`config.mk`:
```
export PLATFORM = sky130hd
export DESIGN_NAME = core_trace_monitor_flat
export DESIGN_NICKNAME = d
export VERILOG_FILES = /design/src/rtl/core_trace_monitor_pkg.sv /design/src/rtl/core_trace_monitor_if.sv /design/src/rtl/core_trace_monitor_trace_ram.sv /design/src/rtl/core_trace_monitor.sv /design/src/flat_wrapper.sv
export SDC_FILE = /design/constraint.sdc
export NUM_CORES = 1
export LEC_CHECK = 0
export CAP_MARGIN = 20
export CORE_MARGIN = 4
export CORE_UTILIZATION = 60
export CTS_CLUSTER_SIZE = 20
export DETAILED_ROUTE_END_ITERATION = 10
export MAX_ROUTING_LAYER = met4
export PLACE_DENSITY = 0.76
export SLEW_MARGIN = 20
export SYNTH_ARGS = -nofsm -noshare
export SYNTH_HDL_FRONTEND = slang
export SYNTH_HIERARCHICAL = 1
export SYNTH_SLANG_ARGS = --single-unit
```
`constraint.sdc`:
```
create_clock -name clk -period 7.4 [get_ports clk]
set_input_delay 1.48 -clock clk [delete_from_list [all_inputs] [get_ports clk]]
set_output_delay 1.48 -clock clk [all_outputs]
set_load 0.005 [all_outputs]
```
`src/rtl/core_trace_monitor_pkg.sv`:
```
// core_trace_monitor_pkg: shared types and constants for the retired-instruction trace monitor.
// Contents: entry record, its width TRACE_W, the halt FSM state type and the halt instruction codes.
// TRACE_REGWRITE_EN: when defined, the entry record also carries {rd_we, rd_addr, rd_wdata}.
package core_trace_monitor_pkg;
  localparam int XLEN = 32;
  localparam logic [31:0] HALT_INSN_ZERO = 32'h0000_0000;
  localparam logic [31:0] JAL_SELF = 32'h0000_006f;
  typedef struct packed {
    logic we;
    logic [4:0] addr;
    logic [XLEN-1:0] data;
  } wb_t;
  typedef struct packed {
`ifdef TRACE_REGWRITE_EN
    wb_t wb;
`endif
    logic [XLEN-1:0] pc;
    logic [31:0] insn;
  } entry_t;
  localparam int TRACE_W = $bits(entry_t);
  typedef enum logic {ST_RUN, ST_HALTED} halt_state_t;
endpackage

```
`src/rtl/core_trace_monitor_if.sv`:
```
// core_trace_monitor_if: bundle of capture inputs, read port and status outputs of the trace monitor.
// master: drives enable/clear/retire/read-request, observes responses and status (core or bench side).
// slave: the monitor itself.
interface core_trace_monitor_if import core_trace_monitor_pkg::*; #(
  parameter int DEPTH = 16,
  parameter int CNT_W = 10
);
  localparam int AW = $clog2(DEPTH);
  logic enable;
  logic clear;
  logic retire_valid;
  logic [XLEN-1:0] pc;
  logic [31:0] instruction;
  logic rd_we;
  logic [4:0] rd_addr;
  logic [XLEN-1:0] rd_wdata;
  logic rd_req;
  logic [AW-1:0] rd_idx;
  logic rd_ack;
  logic rd_hit;
  logic [XLEN-1:0] rd_pc;
  logic [31:0] rd_insn;
  logic [XLEN+5:0] rd_wb;
  logic [AW:0] entries;
  logic [CNT_W-1:0] cycles;
  logic [CNT_W-1:0] retired;
  logic halted;
  modport master (
    output enable, clear, retire_valid, pc, instruction, rd_we, rd_addr, rd_wdata, rd_req, rd_idx,
    input rd_ack, rd_hit, rd_pc, rd_insn, rd_wb, entries, cycles, retired, halted
  );
  modport slave (
    input enable, clear, retire_valid, pc, instruction, rd_we, rd_addr, rd_wdata, rd_req, rd_idx,
    output rd_ack, rd_hit, rd_pc, rd_insn, rd_wb, entries, cycles, retired, halted
  );
endinterface

```
`src/rtl/core_trace_monitor_trace_ram.sv`:
```
// trace_ram: DEPTH x W storage, one write port, registered read port, storage not reset.
// Ports: clk; i_we/i_waddr/i_wdata write; i_re/i_raddr read request; o_rdata valid the next cycle.
// A read and write to the same slot in one cycle returns the old contents.
module trace_ram #(
  parameter int DEPTH = 16,
  parameter int W = 64
) (
  input logic clk,
  input logic i_we,
  input logic [$clog2(DEPTH)-1:0] i_waddr,
  input logic [W-1:0] i_wdata,
  input logic i_re,
  input logic [$clog2(DEPTH)-1:0] i_raddr,
  output logic [W-1:0] o_rdata
);
  logic [W-1:0] r_mem [DEPTH];
  always_ff @(posedge clk) begin
    if (i_we) r_mem[i_waddr] <= i_wdata;
    if (i_re) o_rdata <= r_mem[i_raddr];
  end
endmodule

```
`src/rtl/core_trace_monitor.sv`:
```
// core_trace_monitor: circular trace of retired instructions, saturating cycle/retire counters,
// sticky halt detection and a 1-cycle-latency read port for the rv32i core.
// Ports: clk (rising edge), reset (async, active-low), bus (core_trace_monitor_if.slave).
// TRACE_REGWRITE_EN: when defined, entries also hold {rd_we, rd_addr, rd_wdata}, returned on rd_wb;
// otherwise that field is not stored and rd_wb is tied to 0.
module core_trace_monitor import core_trace_monitor_pkg::*; #(
  parameter int DEPTH = 16,
  parameter int CNT_W = 10,
  parameter int HALT_CYCLES = 4
) (
  input logic clk,
  input logic reset,
  core_trace_monitor_if.slave bus
);
  localparam int AW = $clog2(DEPTH);
  localparam int RW = $clog2(HALT_CYCLES + 1);
  halt_state_t r_state, w_state_nx;
  logic [AW-1:0] r_wr_ptr, w_rd_slot;
  logic [AW:0] r_entries;
  logic [CNT_W-1:0] r_cycles, r_retired;
  logic [XLEN-1:0] r_last_pc;
  logic [RW-1:0] r_run, w_run_nx;
  logic r_ack, r_hit, w_active, w_wr, w_halt;
  entry_t w_wentry, w_rentry;
  assign w_active = bus.enable & (r_state == ST_RUN);
  assign w_wr = w_active & bus.retire_valid & ~bus.clear;
  // run of zero means no retire seen since reset/clear, so the first retire always starts at 1
  assign w_run_nx = (r_run != '0 && bus.pc == r_last_pc) ? r_run + 1'b1 : RW'(1);
  assign w_halt = w_wr & (bus.instruction == HALT_INSN_ZERO || w_run_nx == RW'(HALT_CYCLES));
  // oldest entry sits entries slots behind the write pointer; modulo DEPTH falls out of the AW-bit width
  assign w_rd_slot = r_wr_ptr - r_entries[AW-1:0] + bus.rd_idx;
  always_comb begin
    w_state_nx = r_state;
    w_state_nx = bus.clear ? ST_RUN : w_halt ? ST_HALTED : r_state;
  end
  always_ff @(posedge clk or negedge reset) begin
    if (!reset) begin
      r_state <= ST_RUN;
      r_wr_ptr <= '0;
      r_entries <= '0;
      r_cycles <= '0;
      r_retired <= '0;
      r_last_pc <= '0;
      r_run <= '0;
      r_ack <= 1'b0;
      r_hit <= 1'b0;
    end else begin
      r_state <= w_state_nx;
      r_ack <= bus.rd_req;
      r_hit <= bus.rd_req & ~bus.clear & ({1'b0, bus.rd_idx} < r_entries);
      if (bus.clear) begin
        r_wr_ptr <= '0;
        r_entries <= '0;
        r_cycles <= '0;
        r_retired <= '0;
        r_last_pc <= '0;
        r_run <= '0;
      end else begin
        if (w_active && !(&r_cycles)) r_cycles <= r_cycles + 1'b1;
        if (w_wr) begin
          r_wr_ptr <= r_wr_ptr + 1'b1;
          r_last_pc <= bus.pc;
          r_run <= w_run_nx;
          if (!(&r_retired)) r_retired <= r_retired + 1'b1;
          if (r_entries != (AW+1)'(DEPTH)) r_entries <= r_entries + 1'b1;
        end
      end
    end
  end
`ifdef TRACE_REGWRITE_EN
  assign w_wentry = '{wb: '{we: bus.rd_we, addr: bus.rd_addr, data: bus.rd_wdata}, pc: bus.pc, insn: bus.instruction};
  assign bus.rd_wb = r_hit ? w_rentry.wb : '0;
`else
  logic w_unused_wb;
  assign w_unused_wb = ^{bus.rd_we, bus.rd_addr, bus.rd_wdata};
  assign w_wentry = '{pc: bus.pc, insn: bus.instruction};
  assign bus.rd_wb = '0;
`endif
  trace_ram #(.DEPTH(DEPTH), .W(TRACE_W)) u_ram (
    .clk(clk),
    .i_we(w_wr),
    .i_waddr(r_wr_ptr),
    .i_wdata(w_wentry),
    .i_re(bus.rd_req),
    .i_raddr(w_rd_slot),
    .o_rdata(w_rentry)
  );
  assign bus.rd_ack = r_ack;
  assign bus.rd_hit = r_hit;
  assign bus.rd_pc = r_hit ? w_rentry.pc : '0;
  assign bus.rd_insn = r_hit ? w_rentry.insn : '0;
  assign bus.entries = r_entries;
  assign bus.cycles = r_cycles;
  assign bus.retired = r_retired;
  assign bus.halted = (r_state == ST_HALTED);
endmodule
```
`src/flat_wrapper.sv`:
```
// flat-port wrapper written by rule: the top's interface ports become plain ports
module core_trace_monitor_flat import core_trace_monitor_pkg::*;
#(
  parameter int DEPTH = 16,
  parameter int CNT_W = 10,
  parameter int HALT_CYCLES = 4
)
  (clk, reset, bus_enable, bus_clear, bus_retire_valid, bus_pc, bus_instruction, bus_rd_we, bus_rd_addr, bus_rd_wdata, bus_rd_req, bus_rd_idx, bus_rd_ack, bus_rd_hit, bus_rd_pc, bus_rd_insn, bus_rd_wb, bus_entries, bus_cycles, bus_retired, bus_halted);
  core_trace_monitor_if #(.DEPTH(DEPTH), .CNT_W(CNT_W)) bus_i ();
  input logic clk;
  input logic reset;
  input wire logic [$bits(bus_i.enable)-1:0] bus_enable;
  input wire logic [$bits(bus_i.clear)-1:0] bus_clear;
  input wire logic [$bits(bus_i.retire_valid)-1:0] bus_retire_valid;
  input wire logic [$bits(bus_i.pc)-1:0] bus_pc;
  input wire logic [$bits(bus_i.instruction)-1:0] bus_instruction;
  input wire logic [$bits(bus_i.rd_we)-1:0] bus_rd_we;
  input wire logic [$bits(bus_i.rd_addr)-1:0] bus_rd_addr;
  input wire logic [$bits(bus_i.rd_wdata)-1:0] bus_rd_wdata;
  input wire logic [$bits(bus_i.rd_req)-1:0] bus_rd_req;
  input wire logic [$bits(bus_i.rd_idx)-1:0] bus_rd_idx;
  output wire logic [$bits(bus_i.rd_ack)-1:0] bus_rd_ack;
  output wire logic [$bits(bus_i.rd_hit)-1:0] bus_rd_hit;
  output wire logic [$bits(bus_i.rd_pc)-1:0] bus_rd_pc;
  output wire logic [$bits(bus_i.rd_insn)-1:0] bus_rd_insn;
  output wire logic [$bits(bus_i.rd_wb)-1:0] bus_rd_wb;
  output wire logic [$bits(bus_i.entries)-1:0] bus_entries;
  output wire logic [$bits(bus_i.cycles)-1:0] bus_cycles;
  output wire logic [$bits(bus_i.retired)-1:0] bus_retired;
  output wire logic [$bits(bus_i.halted)-1:0] bus_halted;
  assign bus_i.enable = bus_enable;
  assign bus_i.clear = bus_clear;
  assign bus_i.retire_valid = bus_retire_valid;
  assign bus_i.pc = bus_pc;
  assign bus_i.instruction = bus_instruction;
  assign bus_i.rd_we = bus_rd_we;
  assign bus_i.rd_addr = bus_rd_addr;
  assign bus_i.rd_wdata = bus_rd_wdata;
  assign bus_i.rd_req = bus_rd_req;
  assign bus_i.rd_idx = bus_rd_idx;
  assign bus_rd_ack = bus_i.rd_ack;
  assign bus_rd_hit = bus_i.rd_hit;
  assign bus_rd_pc = bus_i.rd_pc;
  assign bus_rd_insn = bus_i.rd_insn;
  assign bus_rd_wb = bus_i.rd_wb;
  assign bus_entries = bus_i.entries;
  assign bus_cycles = bus_i.cycles;
  assign bus_retired = bus_i.retired;
  assign bus_halted = bus_i.halted;
  core_trace_monitor #(.DEPTH(DEPTH), .CNT_W(CNT_W), .HALT_CYCLES(HALT_CYCLES)) u_core (.clk(clk), .reset(reset), .bus(bus_i));
endmodule
```
==> summary.md <==
The initialized floorplan defines 99 standard-cell rows. The synthesized area per cell is 20.62 sq um, and the post-CTS resize count is 0. The tools report the global-route wire length before repair as 153.3 mm. The footprint of the flip-flops and latches is 34350 sq um. The number of buffers created by CTS was 107; the final critical delay including setup and external delays was 4869 ps.

Derived from the worst setup path, the maximum achievable clock frequency is 0.2054 GHz. The run gives 4281 as the number of fillers in the final layout. For the top-level I/O count, the log shows 242. The final weighted congestion in routability-driven placement is 0.8048.

After detailed routing, the met3 layer carries 9.604 mm of wire. The largest single stage delay on the critical path is 930 ps. The cell seen most often among critical-path stages is sky130_fd_sc_hd__inv_1.

In this run the remaining antenna-violating nets after routing total 0. The top layer used by detailed routing is met4. Setup slack on the critical path of the routed design comes to 2531 ps.

Pin count of the biggest net entering global routing: 108. For this design the ratio of total power to cell area is 292.2 nW/um^2. The analysis attributes to cell leakage a power of 16.76 nW. The run gives 78850 sq um as the die area.

The worst setup path is captured at a register. Yosys printed 6 warnings. The clock transition at the registers of the reported paths came out at 60 ps. Classification of the worst setup path: in -> reg. After the first detailed-routing iteration, the DRC count stood at 2783. Post-detailed-route DRC marker count: 0. Setup repair after global routing left no endpoint under its margin.

Hold repair after CTS inserted 0 buffers. The tools report the clock root buffer as sky130_fd_sc_hd__clkbuf_16. Post-detailed-route via-to-cell ratio: 6.528. For this configuration, the core starts out at a cell density of 60.89%. TritonCTS built the clock tree. The maximum vdd drop came out at 0.2125 mV.

At the pin with the least slew margin, the transition time is 1048 ps. Counting distinct cell types in the post-synthesis netlist gives 43. The via count of the first global-routing pass was 23360. The worst setup path is launched from a primary input. In the detailed route, the total length drawn on met2 is 52.39 mm.

The detailed placement HPWL is 52.05 mm, and the netlist area before placement is 44650 sq um. The final design utilization came out at 69.93%. STA puts the critical path data required time at 7910 ps.

The main flop type after synthesis was sky130_fd_sc_hd__edfxtp_1. Buffers added to address setup during post-CTS repair amount to 0. Measured along the y axis, the die boundary spans 280.8 microns.

The logs give 5380 ps for the critical path data arrival time and 670 ps for the insertion delay of the later-clocked pin in the worst-skew pair. Counting flops with a built-in enable in the synthesized netlist gives 1088. For the initial antenna violation count, the log shows 5. The final net count is 2511, and the share of synthesized flip-flops with an asynchronous set or reset is 5.801%.

Along the worst path, the maximum fanout reaches 43. The share of the cycle needed by the critical path after routing works out to 65.80%. The worst slew slack as a fraction of its limit came out at 29.46%.

The area growth from synthesis to layout is 14.85%. The horizontal die dimension is 280.8 microns, and the number of sinks handled by clock tree synthesis is 1155. The class of the tightest hold or removal check is reg -> reg. The number of search-and-repair iterations in the first detailed-routing pass is 6, and the register bit count reported by yosys is 1155.

For the combined area of the multi-input logic cells, the log shows 9677 sq um. Synthesis handed over a netlist of 2166 instances. The clock tree synthesis step divided the H-tree into 3 levels.

The number of buffers inserted by port buffering was 165; the detailed-route via count was 22430. The run finished with clean final reports. The cell with the biggest individual delay on the critical path is sky130_fd_sc_hd__nor2b_4.

The signal on the critical path passes through clkdlybuf4s50_1, inv_1, fa_1, inv_1, ha_1, a21o_1, a21oi_1, xnor2_1, nor2b_4, buf_12, a22oi_1, nand2_1. The tools report the combined global-route utilization of all metal layers as 27.66%. The number of endpoints failing setup at the final stage came out at 0.

The library cells used most frequently in the layout, excluding fill and tap cells, are sky130_fd_sc_hd__edfxtp_1 (1088), sky130_fd_sc_hd__mux4_2 (256), sky130_fd_sc_hd__clkdlybuf4s50_1 (162). Summed over all layers, the global routing overflow is 0. The count of pins over their slew limit came out at 0.

The count of maximum capacitance violations was 0. The average wire per cell in the routed design was 30.19 microns. Leaving out fill and tap cells, the most frequent cell in the layout is sky130_fd_sc_hd__edfxtp_1. After detailed routing, the wire length on met1 is 38.66 mm. Setup total negative slack on the finished layout was measured at 0 ps. The logs give 31.76 ps for the largest clock skew in the final design and 3 for the maximum clock path buffer count. For the sequential cell area fraction in the yosys report, the log shows 76.92%.

In the final layout, the share of cells above drive strength 1 is 20.71%. After detailed routing, the total wire length is 103.7 mm. The tools report the count of final hold-check violations as 0. The total area inside the core boundary comes to 73330 sq um.

Before CTS, the worst setup slack after placement is 1944 ps.
metal layers:
metal	vias to the layer above	track usage [%]
met5	-	-
met4	0	9.005
met3	195	5.341
met2	1317	43.94
met1	11740	37.07
li1	9180	-
kinds of logic after synthesis:
| group | share of synthesized area (%) |
|---|---|
| and+or+nand+nor | 3.430 |
| other | 0.008398 |
| muxes | 12.96 |
| adders and majority gates | 0.5268 |
| buffers and inverters | 2.065 |
| DFF | 76.92 |
| AOI/OAI and AO/OA | 3.012 |
| xor gates and xnor gates | 1.079 |
critical path: cells and delay by family:
kind	cells	cell delay, ps
AND/OR/NAND/NOR	2	1070
buffers and inverters	4	960
XOR/XNOR	1	530
adder cells (fa/ha/maj)	2	860
AO/OA/AOI/OAI	3	370
sequential cells by signal, summed over array words and instances, names as in the netlist:
register,cells
u_core/u_ram/o_rdata,64
u_core/r_last_pc,32
u_core/u_ram/r_mem,1024
u_core/bus.halted,1
u_core/bus.rd_hit,1
u_core/bus.cycles,10
u_core/bus.rd_ack,1
u_core/r_wr_ptr,4
u_core/r_run,3
u_core/bus.entries,5
u_core/bus.retired,10
cells in the mapped netlist, types with 14 or more instances:
cell type	count	area (sq um)
sky130_fd_sc_hd__inv_1	24	90.09
sky130_fd_sc_hd__mux4_2	256	5766
sky130_fd_sc_hd__buf_4	45	337.8
sky130_fd_sc_hd__and2_1	66	412.9
sky130_fd_sc_hd__buf_1	19	71.32
sky130_fd_sc_hd__edfxtp_1	1088	32670
sky130_fd_sc_hd__dfrtp_1	67	1677
sky130_fd_sc_hd__clkbuf_1	55	206.5
sky130_fd_sc_hd__buf_2	14	70.07
sky130_fd_sc_hd__xor2_1	28	245.2
sky130_fd_sc_hd__xnor2_1	27	236.5
sky130_fd_sc_hd__nand2_1	143	536.8
sky130_fd_sc_hd__a22oi_1	129	968.4
sky130_fd_sc_hd__a21oi_1	42	210.2
sky130_fd_sc_hd__nor2_1	39	146.4
sky130_fd_sc_hd__nor4_1	14	87.58
sky130_fd_sc_hd__ha_1	14	175.2
where the power goes:
part	leakage [nW]	internal [mW]	total (mW)	switching [mW]
clock	1.83	3.35	5.69	2.34
sequential	10.8	7.35	7.41	0.0590
combinational	4.16	0.829	1.88	1.05
final timing paths:
check                               startpoint                        to  slack [ps]  depth (start not counted)
max                              bus_rd_idx[1]  u_core/u_ram/o_rdata[31]        2530                         12
max in group asynchronous                reset         u_core/bus.rd_hit        5790                          2
min in group asynchronous                reset     u_core/bus.retired[0]        1000                          2
min                        u_core/r_last_pc[3]       u_core/r_last_pc[3]         540                          2
max reg2reg                 u_core/r_wr_ptr[0]   u_core/u_ram/o_rdata[7]        3230                         11
min reg2reg                u_core/r_last_pc[3]       u_core/r_last_pc[3]         540                          2
through the flow:
| stage | std cells | total power [mW] | hold slack [ps] | instance area, sq um |
|---|---|---|---|---|
| floorplan | 2203 | 8.813 | 516.2 | 44790 |
| global placement | 3229 | 9.358 | 524.9 | 47500 |
| detailed placement | 3230 | 9.401 | 530.9 | 47540 |
| CTS | 3429 | 15.07 | 540.2 | 51220 |
| global route | 3436 | 15.50 | 558.0 | 51280 |
| finish | 3436 | 14.98 | 536.1 | 51280 |
layout make-up:
cell class,instances,area share (%)
timing repair buffer,216,4.411
clock inverter,74,1.544
antenna,5,0.02440
inverter,24,0.1903
clock buffer,125,5.639
tap,959,2.340
multi-input combinational,878,18.87
sequential,1155,66.98
(Power assumes the default switching activity.)
